**src/rtl/bsg_two_fifo_pkg.sv**
```systemverilog
// Shared constants and types for the two-entry elastic buffer.
package bsg_two_fifo_pkg;

    localparam int unsigned BSG_TWO_FIFO_WIDTH = 13;
    localparam int unsigned BSG_TWO_FIFO_ELS   = 2;

    // One bit is enough to address two storage slots.
    typedef logic bsg_two_fifo_ptr_t;

    typedef struct packed {
        logic full;
        logic empty;
    } bsg_two_fifo_flags_s;

    localparam bsg_two_fifo_flags_s BSG_TWO_FIFO_FLAGS_RESET = '{full: 1'b0, empty: 1'b1};

endpackage

```
**src/rtl/bsg_dff_en_async_reset.sv**
```systemverilog
// Enabled register with asynchronous active-high reset to zero.
module bsg_dff_en_async_reset #(
    parameter int unsigned width_p = 13
) (
    input  logic               clk_i,
    input  logic               reset_i,
    input  logic               en_i,
    input  logic [width_p-1:0] data_i,
    output logic [width_p-1:0] data_o
);

    logic [width_p-1:0] data_q;

    // Capture data_i when enabled; cleared immediately on reset.
    always_ff @(posedge clk_i or posedge reset_i) begin
        if (reset_i) begin
            data_q <= '0;
        end else if (en_i) begin
            data_q <= data_i;
        end
    end

    assign data_o = data_q;

endmodule

```
**src/rtl/bsg_two_fifo_async_reset_width_p13.sv**
```systemverilog
// Two-entry ready/valid -> valid/yumi elastic buffer with asynchronous reset.
// Outputs depend on registered state only (ready_o also gated by reset_i).
module bsg_two_fifo_async_reset_width_p13
    import bsg_two_fifo_pkg::*;
#(
    parameter int unsigned width_p = BSG_TWO_FIFO_WIDTH,
    parameter int unsigned els_p   = BSG_TWO_FIFO_ELS
) (
    input  logic               clk_i,
    input  logic               reset_i,
    input  logic               v_i,
    input  logic [width_p-1:0] data_i,
    output logic               ready_o,
    output logic               v_o,
    output logic [width_p-1:0] data_o,
    input  logic               yumi_i
);

    if (els_p != BSG_TWO_FIFO_ELS) begin : g_els_check
        $error("bsg_two_fifo_async_reset_width_p13: els_p must be 2");
    end

    bsg_two_fifo_ptr_t   wptr_q, wptr_d;
    bsg_two_fifo_ptr_t   rptr_q, rptr_d;
    bsg_two_fifo_flags_s flags_q, flags_d;

    logic [width_p-1:0] mem0_q, mem1_q;
    logic               enq, deq;

    assign ready_o = ~flags_q.full & ~reset_i;
    assign v_o     = ~flags_q.empty;
    assign data_o  = rptr_q ? mem1_q : mem0_q;

    assign enq = v_i & ready_o;
    assign deq = yumi_i & v_o;

    bsg_dff_en_async_reset #(.width_p(width_p)) mem0_reg (
        .clk_i   (clk_i),
        .reset_i (reset_i),
        .en_i    (enq & ~wptr_q),
        .data_i  (data_i),
        .data_o  (mem0_q)
    );

    bsg_dff_en_async_reset #(.width_p(width_p)) mem1_reg (
        .clk_i   (clk_i),
        .reset_i (reset_i),
        .en_i    (enq & wptr_q),
        .data_i  (data_i),
        .data_o  (mem1_q)
    );

    // Next pointers and flags; simultaneous enq/deq leaves occupancy unchanged.
    always_comb begin
        wptr_d  = wptr_q;
        rptr_d  = rptr_q;
        flags_d = flags_q;
        if (enq) begin
            wptr_d = ~wptr_q;
        end
        if (deq) begin
            rptr_d = ~rptr_q;
        end
        if (enq && !deq) begin
            flags_d.empty = 1'b0;
            flags_d.full  = (wptr_d == rptr_q);
        end else if (deq && !enq) begin
            flags_d.full  = 1'b0;
            flags_d.empty = (rptr_d == wptr_q);
        end
    end

    // Pointer and flag state registers.
    always_ff @(posedge clk_i or posedge reset_i) begin
        if (reset_i) begin
            wptr_q  <= 1'b0;
            rptr_q  <= 1'b0;
            flags_q <= BSG_TWO_FIFO_FLAGS_RESET;
        end else begin
            wptr_q  <= wptr_d;
            rptr_q  <= rptr_d;
            flags_q <= flags_d;
        end
    end

`ifndef SYNTHESIS
    a_yumi_needs_valid : assert property (@(posedge clk_i) disable iff (reset_i) !(yumi_i && !v_o))
        else $error("yumi_i asserted while v_o=0");
    a_ctrl_known : assert property (@(posedge clk_i) disable iff (reset_i) !$isunknown({v_i, yumi_i}))
        else $error("X on v_i/yumi_i");
`endif

endmodule

```
**config.mk**
```make
export PLATFORM = sky130hd
export DESIGN_NAME = bsg_two_fifo_async_reset_width_p13
export DESIGN_NICKNAME = d
export VERILOG_FILES = /design/src/rtl/bsg_two_fifo_pkg.sv /design/src/rtl/bsg_dff_en_async_reset.sv /design/src/rtl/bsg_two_fifo_async_reset_width_p13.sv
export SDC_FILE = /design/constraint.sdc
export NUM_CORES = 1
export LEC_CHECK = 0
export ABC_CLOCK_PERIOD_IN_PS = 1700
export CORE_ASPECT_RATIO = 1.75
export CORE_MARGIN = 2
export CORE_UTILIZATION = 40
export DETAILED_ROUTE_END_ITERATION = 10
export PLACE_DENSITY_LB_ADDON = 0.12
export SETUP_SLACK_MARGIN = 0.2
export SYNTH_ARGS = -nofsm -noshare
export SYNTH_HDL_FRONTEND = slang
export SYNTH_HIERARCHICAL = 1
export SYNTH_SLANG_ARGS = --single-unit
```
**constraint.sdc**
```tcl
create_clock -name clk_i -period 1.7 [get_ports clk_i]
set_input_delay 0.34 -clock clk_i [delete_from_list [all_inputs] [get_ports clk_i]]
set_output_delay 0.34 -clock clk_i [all_outputs]
set_load 0.01 [all_outputs]
```
==> results_dict.tcl <==
set metrics [dict create \
    required_ns 1.36 \
    drv_slew 0 \
    grt_pass1_wl_mm 5.53 \
    fin_ws_ns -0.0285 \
    crit_end "data_o[2]" \
    ir_drop_mv 0.970 \
    fin_nets 164 \
    die_area_um2 4160 \
    timing.final.crit_share_pct 102 \
    holdWs_ns 0.238 \
    max_cap_viol_count 0 \
    ctsLongestPathBuffers 2 \
    dp_hpwl_mm 2.02 \
    drtAntennaViolNets 0 \
    reg2reg_depth 5 \
    period_minus_slack_ns 1.73 \
    end_kind "output pin" \
    detail_route.first_pass.iterations 4 \
    drc 0 \
    areaGrowthSynthToFinish_pct 48.9 \
    crit_type "reg2out" \
    n_antenna_cell 0 \
    violations "setup timing" \
    r2r-start "flags_q[1]" \
    routed_wl_mm 3.35 \
    synth.distinct_cells 19 \
    slowest_delay_ns 0.43 \
    status "finished with violations" \
    io_buffers 31 \
    worst_pin_slew_ns 0.569 \
    cts_tree "built" \
    grt_usage_pct 18.6 \
    cts.clk_slew.worst_paths_ns 0.07 \
    cts_sinks 30 \
    worstPathMaxFanout 6 \
    reg2reg_slack_ns 0.22 \
    hold_viol_final 0 \
    p_leak_nw 0.994 \
    fp-row-count 29 \
    ioPinCount 32 \
    vias 920 \
    overflow 0 \
    vias_per_cell 4.82 \
    timing.rr.end "mem0_reg/data_o[3]" \
    fp.coreArea_um2 3560 \
    fin_skew_ns 0.00604 \
    crit_slowest_cell "dfrtp_2" \
    crit_path_cell_trace "buf_4 > buf_12 > mux2_2 > buf_6" \
    finalSetupViolations 13 \
    finalSetupTns_ns -0.282 \
    die_h_um 83.8 \
    avgRoutedWirePerCell_um 17.5 \
    seq_area_frac_synth_pct 51.6 \
    hold_buffers 0 \
    avgSynthCellArea_um2 15.3 \
    grt_max_degree 14 \
    fmax_ghz 0.579 \
    synth_area_um2 1460 \
    cts_root_buffer "clkbuf_8" \
    synthesis.nets 115 \
    critPathLaunchType "flop" \
    multiInputGateArea_um2 696 \
    n_fill_cell 291 \
    synth-seq-cells 30 \
    power_density_nw_per_um2 2020 \
    gp_congestion 0.695 \
    rsz0062_at_grt "yes" \
    drtIter0Drc 7 \
    drive_above_1_share_pct 57.9 \
    slew_headroom_pct 62.0 \
    cts_max_level 2 \
    syn_inst 95 \
    chipWidth_um 49.6 \
    regArea_um2 753 \
    stdcell_count 191 \
    start_util_pct 41.0 \
    worstPathArrival_ns 1.39 \
    clkLatencyLatePin_ns 0.28 \
    grt_pass1_vias 1058 \
    antenna_found_initial 0 \
    yosysWarnings 6 \
    cts-buffers-inserted 5 \
    dp.cells 175 \
    min_path_type "in2async" \
    cp-startpoint "rptr_q" \
]
-- metrics by stage --
stage | util, % | area (um^2) | setup slack, ns | power (mW)
final | 61.0 | 2170 | -0.0285 | 4.37
after global routing | 61.0 | 2170 | -0.0685 | 4.62
after CTS | 60.6 | 2150 | -0.0385 | 4.35
after detailed placement | 53.0 | 1880 | -0.280 | 3.32
after global placement | 53.0 | 1880 | -0.185 | 3.27
after floorplan | - | 1470 | 0.179 | 2.51
-- worst min-delay path by stage --
stage / start / endpoint / slack (ns)
2_1_floorplan: reset_i / flags_q[1] / 0.11
3_3_place_gp: flags_q[1] / flags_q[1] / 0.48
3_5_place_dp: mem1_reg/data_o[5] / mem1_reg/data_o[5] / 0.49
4_1_cts: reset_i / flags_q[1] / 0.23
5_1_grt: reset_i / wptr_q / 0.27
6_report: reset_i / flags_q[1] / 0.24
-- cell usage in the layout, fill, tap and decap left out, types with 3 or more instances in the layout --
cell type | Yosys | layout
dfrtp_1 | 29 | 28
clkbuf_8 | 0 | 6
clkdlybuf4s50_1 | 0 | 15
buf_6 | 3 | 14
buf_4 | 0 | 8
buf_16 | 0 | 3
inv_1 | 6 | 6
mux2_2 | 19 | 13
buf_12 | 0 | 4
mux2_4 | 20 | 26
-- cell usage after synthesis (all sizes together) --
cell / count / share of area (%)
xnor2: 1 / 0.60
dfstp: 1 / 1.8
nor2: 2 / 0.52
mux2: 39 / 35
and2: 1 / 0.43
ha: 3 / 2.6
inv: 6 / 1.5
o21ai: 1 / 0.34
buf: 4 / 2.7
nor3: 1 / 0.34
mux2i: 1 / 0.69
dfrtp: 29 / 50
nand2b: 1 / 0.43
a221o: 1 / 0.69
xor2: 2 / 1.7
nand2: 2 / 0.52
-- area by class of cell --
type	instances	area share [%]
multi-input combinational	55	32.1
sequential	30	34.7
inverter	6	1.04
timing repair buffer	46	25.1
clock buffer	6	3.81
tap	46	2.65
clock inverter	2	0.577
-- critical path, delay by kind of cell, from the launching register on --
family,cells,cell delay [ns]
flip-flops,1,0.43
multiplexers,1,0.27
buffers and inverters,3,0.40
-- repair_timing --
item,in CTS,in global routing
hold endpoints to repair,0,0
pin swaps,3,2
setup buffers,5,0
resized for setup,79,8
cloned,3,0
setup endpoints to repair,43,18
-- routing by layer --
metal | vias to the layer above | track usage, % | wire (um)
met2 | 24 | 30.9 | 1830
met5 | - | 0 | 0
met3 | 7 | 4.66 | 114
met4 | 0 | 10.9 | 74
met1 | 466 | 21.0 | 1330
li1 | 423 | - | -
-- cell families after synthesis --
family | Yosys count | synth area share (%)
compound gates | 2 | 1.03
flops | 30 | 51.6
simple gates | 7 | 2.23
mux | 40 | 36.0
buf+inv | 10 | 4.21
fa+ha+maj | 3 | 2.58
xor+xnor | 3 | 2.32
-- registers in the layout, indices dropped and copies added (netlist names) --
register	count
wptr_q	1
flags_q	2
mem0_reg/data_o	13
rptr_q	1
mem1_reg/data_o	13
-- where the power goes --
part	switching [mW]	total [mW]	internal (mW)
logic	0.815	2.44	1.63
clock network	0.281	0.606	0.325
registers	0.230	1.32	1.09
Note: power is estimated with default switching activity, not from simulation.
